$ cat src/rtl/circuit_test_pkg.sv
// circuit_test_pkg: shared FSM state type and default parameters for the circuit test sequencer.
package circuit_test_pkg;
    typedef enum logic [1:0] {IDLE, SETTLE, SAMPLE, DONE} state_t;
    localparam int DEF_IN_WIDTH = 4;
    localparam int DEF_SETTLE_CYCLES = 16;
    localparam int DEF_SAMPLES = 8;
    function automatic int max2(input int a, input int b);
        return a > b ? a : b;
    endfunction
endpackage

$ cat src/rtl/circuit_test_sequencer_sync2.sv
// sync2: two-flop synchronizer with synchronous active-low clear.
module sync2 (
    input  logic clk,
    input  logic rst_n,
    input  logic d,
    output logic q
);
    logic meta;
    always_ff @(posedge clk)
        if (!rst_n) {q, meta} <= 2'b00;
        else {q, meta} <= {meta, d};
endmodule

$ cat src/rtl/circuit_test_sequencer.sv
// circuit_test_sequencer: sweeps every input pattern of an evolved circuit, records truth table and instability.
module circuit_test_sequencer
    import circuit_test_pkg::*;
#(
    parameter int IN_WIDTH = DEF_IN_WIDTH,
    parameter int SETTLE_CYCLES = DEF_SETTLE_CYCLES,
    parameter int SAMPLES = DEF_SAMPLES
) (
    input  logic                  clk,
    input  logic                  rst_n,
    input  logic                  start,
    output logic                  busy,
    output logic                  done,
    output logic [IN_WIDTH-1:0]   dut_in,
    input  logic                  dut_out,
    output logic [2**IN_WIDTH-1:0] truth_table,
    output logic [2**IN_WIDTH-1:0] unstable_mask,
    output logic [IN_WIDTH:0]     unstable_count
);
    localparam int NPAT = 2**IN_WIDTH;
    localparam int CW = $clog2(max2(SETTLE_CYCLES, SAMPLES));
    localparam int UCW = IN_WIDTH + 1;
    state_t state, state_nx;
    logic [CW-1:0] cnt;
    logic s, ref_q, diff, settle_end, sample_end, last_pat, ref_v, diff_v;
    sync2 u_sync (.clk(clk), .rst_n(rst_n), .d(dut_out), .q(s));
    assign busy = state != IDLE;
    assign done = state == DONE;
    // ref_v/diff_v fold the current sample in, so SAMPLES = 1 records s directly with no diff
    always_comb begin
        settle_end = cnt == CW'(SETTLE_CYCLES - 1);
        sample_end = cnt == CW'(SAMPLES - 1);
        last_pat = dut_in == IN_WIDTH'(NPAT - 1);
        ref_v = (cnt == '0) ? s : ref_q;
        diff_v = (cnt != '0) && (diff || (s != ref_q));
        state_nx = state;
        case (state)
            IDLE:    state_nx = start ? SETTLE : IDLE;
            SETTLE:  state_nx = settle_end ? SAMPLE : SETTLE;
            SAMPLE:  state_nx = sample_end ? (last_pat ? DONE : SETTLE) : SAMPLE;
            default: state_nx = IDLE;
        endcase
    end
    always_ff @(posedge clk) begin
        if (!rst_n) begin
            state <= IDLE;
            cnt <= '0;
            dut_in <= '0;
            truth_table <= '0;
            unstable_mask <= '0;
            unstable_count <= '0;
            ref_q <= 1'b0;
            diff <= 1'b0;
        end else begin
            state <= state_nx;
            case (state)
                IDLE:
                    if (start) begin
                        truth_table <= '0;
                        unstable_mask <= '0;
                        unstable_count <= '0;
                        dut_in <= '0;
                        cnt <= '0;
                    end
                SETTLE: cnt <= settle_end ? '0 : cnt + 1'b1;
                SAMPLE: begin
                    ref_q <= ref_v;
                    diff <= diff_v;
                    cnt <= cnt + 1'b1;
                    if (sample_end) begin
                        truth_table[dut_in] <= ref_v;
                        unstable_mask[dut_in] <= diff_v;
                        unstable_count <= unstable_count + UCW'(diff_v);
                        cnt <= '0;
                        if (!last_pat) dut_in <= dut_in + 1'b1;
                    end
                end
                default: ;
            endcase
        end
    end
endmodule

$ cat config.mk
export PLATFORM = sky130hd
export DESIGN_NAME = circuit_test_sequencer
export DESIGN_NICKNAME = d
export VERILOG_FILES = /design/src/rtl/circuit_test_pkg.sv /design/src/rtl/circuit_test_sequencer_sync2.sv /design/src/rtl/circuit_test_sequencer.sv
export SDC_FILE = /design/constraint.sdc
export NUM_CORES = 1
export LEC_CHECK = 0
export CAP_MARGIN = 20
export CORE_ASPECT_RATIO = 1.5
export CORE_UTILIZATION = 30
export DETAILED_ROUTE_END_ITERATION = 16
export GPL_TIMING_DRIVEN = 0
export RECOVER_POWER = 50
export SYNTH_ARGS = -nofsm -noshare
export SYNTH_HDL_FRONTEND = slang
export SYNTH_SLANG_ARGS = --single-unit
export TNS_END_PERCENT = 50
$ cat constraint.sdc
create_clock -name clk -period 4.6 [get_ports clk]
set_clock_uncertainty 0.15 [all_clocks]
set_input_delay 0.92 -clock clk [delete_from_list [all_inputs] [get_ports clk]]
set_output_delay 0.92 -clock clk [all_outputs]
set_load 0.05 [all_outputs]
After elaboration in Yosys (flattened, before gate mapping)
Index checks and enable logic that the tools add are counted.
Word-level totals
  register bits: 51
  bits of input ports: 4
  output and inout bits: 43
  logic and storage cells: 62
Cells by class
  add/sub/neg operators: 3
  magnitude comparators: 2
  eq/ne operators: 10
  muxes and demuxes: 25
  reduce and logical (&&, ||, !) cells: 12
Operator list (number)
  $pmux 16 s2: 2
  $mux 16: 3
  $bwmux 16: 2
  $mux 4: 5
  $pmux 4 s3: 1
  $mux 5: 2
  $pmux 5 s2: 1
  $add 4x1->4 const B: 2
  $eq 4x4->1 const B: 2
  $pmux 4 s2: 1
  $mux 2: 3
  $ne 2x2->1 const B: 3
  $pmux 2 s3: 1
  $add 5x1->5: 1
  $lt 4x5->1 const B: 1
  $demux 1 s4: 1
  $eq 2x2->1 const B: 2
  $eq 4x3->1 const B: 1
  $ge 4x1->1 const B: 1
  $logic_not 4->1: 1
  $reduce_and 4->1: 1
  $reduce_bool 2->1: 2
  $reduce_bool 4->1: 1
  $mux 1: 3
  other kinds (8): 9

Logic depth before layout (Yosys ltp)
Gate-level depths: netlist of the first run.
  depth after elaboration: 7
  depth in mapped cells: 9
  mapped depth without buffers: 9

Hierarchy
From an unflattened synthesis of the first run, not the netlist that was laid out.
Second synthesis, totals
  cells, all modules: 298
  area, all modules: 2557.5 um2
Modules (own cells, without submodules)
  circuit_test_sequencer: instances 1, cells an instance 294, area each 2504.9 um2, seq. area each 980.9 um2
  sync2: instances 1, cells an instance 4, area each 52.6 um2, seq. area each 40.0 um2

Least setup slack after synthesis of the first run
No wires, ideal clock.
  path type: input -> register
  from: input start
  to: register unstable_count[3]
  library setup time: 0.060 ns
  arrival time: 2.048 ns
  data required time: 4.390 ns
  slack: 2.341 ns
  cell stages on the path: 5
  buffers on the path: 1
  cells stage by stage: nand2b_1 -> clkbuf_1 -> o21ai_0 -> or4_1 -> nand2_1
Between the ends
  cells in the longest elaborated chain, start to end: 2
RTL lines
  start, declared: RTL line circuit_test_sequencer.sv:11  | input logic start,
  $ne 2x2->1 (no source line)
  $reduce_and 3->1 (no source line)
  end signal, assigned: RTL line circuit_test_sequencer.sv:73  | unstable_count <= unstable_count + UCW'(diff_v);
  end, declared: RTL line circuit_test_sequencer.sv:18  | output logic [IN_WIDTH:0] unstable_count
No other way between the ends.
A chain may end at the register's enable or synchronous reset.

Worst setup path in the final report of the first run
  from: register state[0]
  to: output busy
Between the ends
  cells in the longest elaborated chain, start to end: 1
RTL lines
  start, declared: RTL line circuit_test_sequencer.sv:23  | state_t state, state_nx;
  start signal, assigned: RTL line circuit_test_sequencer.sv:55  | state <= state_nx;
  $reduce_bool 2->1: RTL line circuit_test_sequencer.sv:27  | assign busy = state != IDLE;
  end, declared: RTL line circuit_test_sequencer.sv:12  | output logic busy,
No other way between the ends.

==> results of run 1 <==
[registers in the layout, summed over array words and instances, names as in the netlist]
register,flops
truth_table,16
unstable_mask,16
unstable_count,5
cnt,4
dut_in,4
state,2
diff,1
ref_q,1
u_sync.meta,1
u_sync.q,1
[critical path, stage by stage (launching register included)]
cell,delay (ns)
dfxtp_1,0.36
inv_1,0.07
ha_1,0.26
inv_1,0.07
clkdlybuf4s50_1,0.79
[power groups by stage]
stage | clock [mW] | sequential [mW] | combinational [mW]
after global routing | 0.401 | 0.444 | 0.0605
after floorplan | 0 | 0.454 | 0.0367
after CTS | 0.381 | 0.444 | 0.0555
after detailed placement | 0 | 0.454 | 0.0552
final | 0.371 | 0.444 | 0.0544
after global placement | 0 | 0.454 | 0.0545
[metrics by stage]
step	worst slack (ns)	utilization, %	hold WS, ns
global route	1.54	40.0	0.298
detailed placement	1.48	38.2	0.270
floorplan	2.34	-	0.262
finish	1.68	40.0	0.284
global placement	1.53	38.2	0.266
CTS	1.69	40.0	0.287
[metal layers]
layer	share of wire [%]	vias up	track usage (%)
met4	1.1	0	4.20
li1	-	1103	-
met5	0	-	0
met1	43	1039	17.4
met3	2.5	5	2.40
met2	54	36	28.1
[logic make-up (layout without fill, tap and decap cells)]
family	count (synthesis)	count (layout)	synth area share [%]
AOI/OAI and AO/OA	95	95	27.8
xor gates and xnor gates	2	2	0.715
DFF	51	51	41.7
buffers and inverters	34	88	5.72
muxes	3	3	1.33
and+or+nand+nor	69	69	16.7
adders and majority gates	12	12	6.13
[cell type report]
cell class	instances	area [sq um]	area share, %
multi-input cells	181	1290	40.5
flip-flops and latches	51	1020	32.0
plain buffers	21	91.3	2.87
well taps	105	131	4.12
clock buffers	5	125	3.93
clock inverters	3	18.8	0.589
inverters	13	48.8	1.53
repair buffers	46	460	14.4
[cell usage after synthesis (all sizes together)]
| cell | number | area [sq um] |
|---|---|---|
| nand3 | 5 | 25.0 |
| xnor2 | 1 | 8.76 |
| dfxtp | 51 | 1020 |
| mux2i | 1 | 10.0 |
| and2 | 3 | 18.8 |
| nor2b | 3 | 18.8 |
| nand2 | 13 | 48.8 |
| or2 | 1 | 6.26 |
| o21a | 1 | 7.51 |
| or3 | 20 | 128 |
| mux2 | 2 | 22.5 |
| o31ai | 16 | 120 |
| o21ai | 9 | 60.1 |
| buf | 9 | 46.3 |
| or4 | 3 | 22.5 |
| inv | 13 | 48.8 |
| nand2b | 3 | 18.8 |
| nor3b | 1 | 7.51 |
| o211ai | 36 | 270 |
| ha | 12 | 150 |
| a31oi | 4 | 25.0 |
| a211o | 1 | 8.76 |
| xor2 | 1 | 8.76 |
| and4b | 2 | 22.5 |
| nand3b | 4 | 30.0 |
| and3b | 1 | 12.5 |
| nand4 | 4 | 25.0 |
| nor2 | 4 | 15.0 |
| clkbuf | 12 | 45.0 |
| a21oi | 9 | 45.0 |
| a21boi | 18 | 135 |
| nor3 | 2 | 10.0 |
| o41ai | 1 | 8.76 |
[how the worst max path moves through the flow]
stage	end	start	cells after the start	slack, ns
3_5_place_dp	unstable_mask[8]	start	7	1.48
5_1_grt	unstable_mask[15]	start	7	1.54
3_3_place_gp	unstable_mask[10]	start	7	1.53
2_1_floorplan	unstable_count[3]	start	5	2.34
4_1_cts	busy	state[0]	4	1.69
6_report	busy	state[0]	4	1.68
==> run summary, run 1 <==
min Tclk post-route = 2.92 ns
1st-iter DRT viols = 88
drt wl/cell = 14.4 um
power per cell area = 273 mW/mm^2
Worst VDD drop = 0.212 mV
Total GRT Usage = 15.3%
cts hold-fix bufs = 0
f_max = 0.343 GHz
Final setup violation count = 0
post-route ant nets = 0
r2r setup slk = 2.19 ns
Worst Hold Class = register to register
Reg clk slew, reported paths = 0.07 ns
num rows = 40
largest net degree at the start of global routing = 17
Final Slew Violations = 0
final critical-path share of the clock period = 63.4%
via count = 2183
crit end category = output pin
Logic pwr share = 6.3%
count of cells resized by post-cts repair = 0
Final Cell Area = 0.00319 sq mm
Clk pwr share = 42.7%
Filler cells = 789
number of CTS-inserted buffers = 5
FF-to-FF Start = state[0]
Routed WL = 6120 um
Hold Path Depth = 1
Worst-Skew Late Latency = 0.29 ns
vias in the first global route = 2074
GP Congestion = 0.776
WP data required = 3.53 ns
synthesized cell area = 0.00245 sq mm
hold endpoint = u_sync.q
initial antenna violation count = 0
Final HPWL DP = 4550 um
core area = 0.00796 sq mm
type of the worst setup path = register to output pin
antenna diode count = 0
IO Pins = 47
Setup Buffers After CTS = 0
die height = 113 um
First-pass DRT Iterations = 4
CTS sink cnt = 51
Pleak = 1.14 nW
Reg2Reg Capture Point = unstable_mask[0]
Remaining DRCs = 0
IO Port Bufs = 46
Initial Util = 30.8%
sw frac = 24.0%
most common cell after layout, fill and taps aside = dfxtp_1
Flop pwr share = 51.1%
die area = 0.00854 sq mm
CP max FO = 5
reg2reg path depth = 8
CTS tree = done
Synth Net Count = 282
setup TNS = 0 ns
Root Buffer = clkbuf_16
most frequent cells in the layout = dfxtp_1, o211ai_1, dlygate4sd3_1, or3_1, o31ai_1
Post-Syn Instances = 266
first-pass GRT wire length = 10100 um
Rel. slew slack = 65.5%
CTS H-tree lvls = 2
Unique masters post-synth = 38
final non-filler cell total = 425
syn_area_per_cell = 9.21 sq um
Synth Register Bits = 51
die width = 75.8 um
RSZ-0062 raised after global routing = no
clock buffer depth = 2
Final Hold Vio Count = 0
nets@finish = 335
Hold Startpoint = u_sync.meta
gr ovfl total = 0
status = finished clean
Pwr Total = 870 uW
startpoint types = register
Vias/cell = 5.14
Int Pwr = 661 uW
CP Data Arrival Time = 1.85 ns
placed cell area = 0.00304 sq mm
sequential element share of the synthesized area = 41.7%
Area growth syn-to-layout = 30.0%
Worst-Margin Slew = 0.512 ns
dpl cells = 417
P_sw = 209 uW
max-cap check violation count = 0
share of cells above drive strength 1 = 8.75%
yosys warns = 0
(Power assumes the default switching activity.)
==> run 2: changes to the inputs <==
==> constraint.sdc (replaced) <==
create_clock -name clk -period 2.66 [get_ports clk]
set_clock_uncertainty 0.15 [all_clocks]
set_input_delay 0.532 -clock clk [delete_from_list [all_inputs] [get_ports clk]]
set_output_delay 0.532 -clock clk [all_outputs]
set_load 0.05 [all_outputs]
==> run 2 against run 1 <==
Sequential power increased by 73%. First-iteration DRC count down 13%. Register-to-register slack worse by 2.0 ns. Die area did not move. Global-route usage stayed put. Power rose by 73%. Combinational power increased by 73%. Non-clock buffer count is the same. Worst setup slack worse by 1.6 ns. Critical endpoint unchanged.
==> run summary, run 2 (synthesis results as in run 1) <==
status = finished clean
First-pass DRT Iterations = 5 (+1)
Final Hold Vio Count = 0 (unchanged)
Worst-Skew Late Latency = 0.29 ns (about the same)
PnR worst setup slack = 0.129 ns (-1.55 ns)
Final HPWL DP = 4550 um (unchanged)
DP Worst Slack = -0.0709 ns (-1.55 ns)
Buf/Inv on CP = 3 (unchanged)
number of CTS-inserted buffers = 5 (unchanged)
CP delay by family, top = buffers and inverters
Logic pwr share = 6.3% (about the same)
Routed WL = 6130 um (+0.15%)
Top Usage Layer GRT = met2
Storage cell area = 0.00102 sq mm (unchanged)
largest net degree at the start of global routing = 17 (unchanged)
die height = 113 um (unchanged)
IO Port Bufs = 46 (unchanged)
sw frac = 24.1% (+0.053 points)
Area growth syn-to-layout = 29.9%
drt wl/cell = 14.4 um (+0.15%)
crit-path max cell delay = 0.79 ns (about the same)
Worst Hold Class = register to register
WP data required = 1.98 ns (-1.55 ns)
final critical-path share of the clock period = 95.2%
Multi-input gate area = 0.00129 sq mm (unchanged)
RSZ-0062 raised after global routing = no
f_max = 0.395 GHz
CP max FO = 5 (unchanged)
Worst-Margin Slew = 0.512 ns (+0.000180 ns)
CP Data Arrival Time = 1.85 ns (about the same)
Initial Util = 30.8% (unchanged)
Root Buffer = clkbuf_16
Final Slew Violations = 0 (unchanged)
post-route ant nets = 0 (unchanged)
die width = 75.8 um (unchanged)
Clk pwr share = 42.7% (about the same)
nets@finish = 335 (unchanged)
Vias/cell = 5.14 (about the same)
Setup Buffers After CTS = 0 (unchanged)
antenna diode count = 0 (unchanged)
WHS = 0.284 ns (+0.0000760 ns)
vias in the first global route = 2074 (unchanged)
Final setup violation count = 0 (unchanged)
core area = 0.00796 sq mm (unchanged)
Total GRT Usage = 15.3% (unchanged)
min Tclk post-route = 2.53 ns
die area = 0.00854 sq mm (unchanged)
clock buffer depth = 2 (unchanged)
gr ovfl total = 0 (unchanged)
crit-path cells = inv_1, ha_1, inv_1, clkdlybuf4s50_1
via count = 2184 (+0.046%)
CTS sink cnt = 51 (unchanged)
Flop pwr share = 51.0% (about the same)
IO Pins = 47 (unchanged)
count of cells resized by post-cts repair = 0 (unchanged)
cts hold-fix bufs = 0 (unchanged)
Int Pwr = 1.14 mW (+73%)
Remaining DRCs = 0 (unchanged)
1st-iter DRT viols = 77 (-13%)
num rows = 40 (unchanged)
Pwr Total = 1.51 mW (+73%)
Largest regs = truth_table: 16 flops, unstable_mask: 16 flops, unstable_count: 5 flops
first-pass GRT wire length = 10100 um (unchanged)
crit end category = output pin
Pleak = 1.15 nW (+0.77%)
most common cell after layout, fill and taps aside = dfxtp_1
GP Congestion = 0.776 (unchanged)
Filler cells = 789 (unchanged)
Reg clk slew, reported paths = 0.07 ns (about the same)
CTS H-tree lvls = 2 (unchanged)
type of the worst setup path = register to output pin
most frequent cells in the layout = dfxtp_1, dlygate4sd3_1, o211ai_1, or3_1, o31ai_1
initial antenna violation count = 0 (unchanged)
startpoint types = register
share of cells above drive strength 1 = 8.13% (-0.62 points)
CTS tree = done
Rel. slew slack = 65.5% (about the same)
Slowest cell on crit path = clkdlybuf4s50_1
Worst VDD drop = 0.368 mV (+74%)
met1 Track Usage GR = 17.4% (unchanged)
power per cell area = 473 mW/mm^2 (+73%)
P_sw = 363 uW (+73%)
GR Util met3 = 2.40% (unchanged)
max-cap check violation count = 0 (unchanged)
GR Layer Usage met2 = 28.1% (unchanged)
CP dominant cell by count = inv_1
run 2: cell types whose count changed in the layout (fill, tap and decap cells not counted):
cell | before | now
clkbuf_1 | 12 | 13
mux2_1 | 0 | 1
buf_4 | 1 | 0
clkdlybuf4s50_1 | 11 | 8
mux2_2 | 2 | 1
dlygate4sd3_1 | 35 | 38
run 2: path summary, 6_finish.rpt:
path / start / to / cells after the start / slack (ns)
setup / recovery: state[0] / busy / 4 / 0.13
hold / removal: u_sync.meta / u_sync.q / 1 / 0.28
setup reg to reg: state[0] / unstable_count[3] / 7 / 0.20
hold reg to reg: u_sync.meta / u_sync.q / 1 / 0.28
run 2: final cells by class:
class                   instances  share of cell area [%]
well taps                     105                    4.13
plain buffers                  21                    2.75
multi-input cells             181                    40.5
clock buffers                   5                    3.93
clock inverters                 3                   0.590
flip-flops and latches         51                    32.1
repair buffers                 46                    14.5
inverters                      13                    1.53
run 2: power by group through the flow:
stage	Combinational (mW)	Sequential (mW)	Clock (mW)
6_report	0.0943	0.768	0.643
3_3_place_gp	0.0942	0.786	0
3_5_place_dp	0.0954	0.786	0
4_1_cts	0.0961	0.768	0.660
2_1_floorplan	0.0634	0.786	0
5_1_grt	0.105	0.768	0.694
run 2: per-layer routing:
layer / up-vias / routed length, um
li1: 1099 / -
met1: 1021 / 2620
met2: 55 / 3250
met3: 9 / 171
met4: 0 / 81
met5: - / 0
run 2: metrics by stage:
step | utilization [%] | instance area [sq um] | std cells | setup TNS (ns)
after floorplan | - | 2450 | 266 | 0
after global placement | 38.2 | 3040 | 417 | -0.174
after detailed placement | 38.2 | 3040 | 417 | -0.512
after CTS | 40.0 | 3190 | 425 | 0
after global routing | 40.0 | 3180 | 425 | 0
final | 40.0 | 3180 | 425 | 0
==> run 3: changes to the inputs <==
--- a/config.mk
+++ b/config.mk
@@ -10,7 +10,7 @@
 export CORE_UTILIZATION = 30
 export DETAILED_ROUTE_END_ITERATION = 16
 export GPL_TIMING_DRIVEN = 0
-export RECOVER_POWER = 50
+export RECOVER_POWER = 25
 export SYNTH_ARGS = -nofsm -noshare
 export SYNTH_HDL_FRONTEND = slang
 export SYNTH_SLANG_ARGS = --single-unit
==> run 3 against run 2 <==
Combinational power hardly changed. Flip-flop and latch count stayed put. Non-clock buffer count stayed put. Final cell count stayed put. Die area stayed put. Highest routed layer unchanged.
==> run summary, run 3 (synthesis results as in run 1) <==
status = finished clean
Rel. slew slack = 65.5% (about the same)
P_sw = 363 uW (+0.24%)
f_max = 0.395 GHz (about the same)
CTS sink cnt = 51 (unchanged)
startpoint types = register
Final setup violation count = 0 (unchanged)
Worst Hold Class = register to register
most frequent cells in the layout = dfxtp_1, o211ai_1, clkdlybuf4s50_1, or3_1, dlygate4sd3_1
share of cells above drive strength 1 = 8.44% (+0.31 points)
r2r setup slk = 0.25 ns (+0.05 ns)
nets@finish = 335 (unchanged)
antenna diode count = 0 (unchanged)
Hold Startpoint = u_sync.meta
sw frac = 24.1% (+0.044 points)
Buf/Inv on CP = 3 (unchanged)
Final Hold Vio Count = 0 (unchanged)
Hold Path Depth = 1 (unchanged)
Vias/cell = 5.15 (+0.18%)
Largest regs = truth_table: 16 flops, unstable_mask: 16 flops, unstable_count: 5 flops
1st-iter DRT viols = 95 (+23%)
Pwr Total = 1.51 mW (about the same)
hold endpoint = u_sync.q
CP Data Arrival Time = 1.85 ns (about the same)
CP max FO = 5 (unchanged)
First-pass DRT Iterations = 4 (-1)
vias in the first global route = 2074 (unchanged)
CP dominant cell by count = inv_1
GP Congestion = 0.776 (unchanged)
clock buffer depth = 2 (unchanged)
Worst VDD drop = 0.368 mV (about the same)
die height = 113 um (unchanged)
num rows = 40 (unchanged)
placed cell area = 0.00304 sq mm (unchanged)
Worst-Margin Slew = 0.512 ns (-0.000180 ns)
crit-path max cell delay = 0.79 ns (about the same)
Root Buffer = clkbuf_16
Setup Buffers After CTS = 0 (unchanged)
cts hold-fix bufs = 0 (unchanged)
Logic pwr share = 6.3% (about the same)
GR Layer Usage met2 = 28.1% (unchanged)
max-cap check violation count = 0 (unchanged)
Clk pwr share = 42.7% (about the same)
setup TNS = 0 ns (unchanged)
CTS H-tree lvls = 2 (unchanged)
core area = 0.00796 sq mm (unchanged)
final critical-path share of the clock period = 95.1% (about the same)
crit-path cells = inv_1, ha_1, inv_1, clkdlybuf4s50_1
Reg2Reg Capture Point = unstable_mask[8]
count of cells resized by post-cts repair = 0 (unchanged)
IO Port Bufs = 46 (unchanged)
number of CTS-inserted buffers = 5 (unchanged)
via count = 2188 (+0.18%)
largest net degree at the start of global routing = 17 (unchanged)
Worst-Skew Late Latency = 0.29 ns (about the same)
reg2reg path depth = 8 (+1)
Pleak = 1.08 nW (-6.2%)
die area = 0.00854 sq mm (unchanged)
CTS tree = done
first-pass GRT wire length = 10100 um (unchanged)
power per cell area = 473 mW/mm^2 (about the same)
Top Usage Layer GRT = met2
WP data required = 1.98 ns (about the same)
met1 Track Usage GR = 17.4% (unchanged)
min Tclk post-route = 2.53 ns (-0.00102 ns)
Remaining DRCs = 0 (unchanged)
Critical Path Start = state[0]
Total GRT Usage = 15.3% (unchanged)
CP delay by family, top = buffers and inverters
type of the worst setup path = register to output pin
Slowest cell on crit path = clkdlybuf4s50_1
crit end category = output pin
Final Slew Violations = 0 (unchanged)
drt wl/cell = 14.4 um (about the same)
Reg clk slew, reported paths = 0.07 ns (about the same)
Filler cells = 789 (unchanged)
post-route ant nets = 0 (unchanged)
Initial Util = 30.8% (unchanged)
share of the core filled with cells = 40.0% (+0.047 points)
gr ovfl total = 0 (unchanged)
die width = 75.8 um (unchanged)
RSZ-0062 raised after global routing = no
FF-to-FF Start = state[0]
Flop pwr share = 51.0% (about the same)
Final Cell Area = 0.00319 sq mm (+0.12%)
GR Util met3 = 2.40% (unchanged)
most common cell after layout, fill and taps aside = dfxtp_1
Int Pwr = 1.14 mW (about the same)
Final HPWL DP = 4550 um (unchanged)
initial antenna violation count = 0 (unchanged)
Routed WL = 6120 um (about the same)
IO Pins = 47 (unchanged)
Area growth syn-to-layout = 30.0%
## run 3: cell types whose count changed in the layout (fill, tap and decap cells not counted), sizes merged
cell	before	now
clkbuf	18	17
clkdlybuf4s50	8	29
buf	8	9
dlygate4sd3	38	17
## run 3: how the worst max path moves through the flow
stage	to	slack, ns	cells past startpoint
final	busy	0.13	4
after global routing	unstable_mask[8]	0.03	8
after CTS	busy	0.14	4
after detailed placement	unstable_mask[8]	-0.07	7
after global placement	unstable_mask[10]	-0.02	7
after floorplan	dut_in[1]	0.63	7
## run 3: final cells by class
class	count	area, sq um	area share (%)
plain buffers	21	91.3	2.87
multi-input cells	181	1290	40.5
clock buffers	5	125	3.93
inverters	13	48.8	1.53
well taps	105	131	4.12
clock inverters	3	18.8	0.589
flip-flops and latches	51	1020	32.0
repair buffers	46	460	14.4
## run 3: per-stage QoR
stage / hold WS (ns) / worst slack (ns) / cells
2_1_floorplan: 0.262 / 0.634 / 266
3_3_place_gp: 0.266 / -0.0231 / 417
3_5_place_dp: 0.270 / -0.0709 / 417
4_1_cts: 0.287 / 0.135 / 425
5_1_grt: 0.298 / 0.0305 / 425
6_report: 0.284 / 0.130 / 425
## run 3: routing by layer
metal / share of wire [%] / wire length, um
met2: 53 / 3270
met5: 0 / 0
met4: 1.2 / 71
met3: 3.4 / 209
met1: 42 / 2570
## run 3: power groups by stage
stage / clock network [mW] / logic [mW] / registers (mW)
2_1_floorplan: 0 / 0.0634 / 0.786
3_3_place_gp: 0 / 0.0942 / 0.786
3_5_place_dp: 0 / 0.0954 / 0.786
4_1_cts: 0.660 / 0.0961 / 0.768
5_1_grt: 0.694 / 0.105 / 0.768
6_report: 0.644 / 0.0943 / 0.768
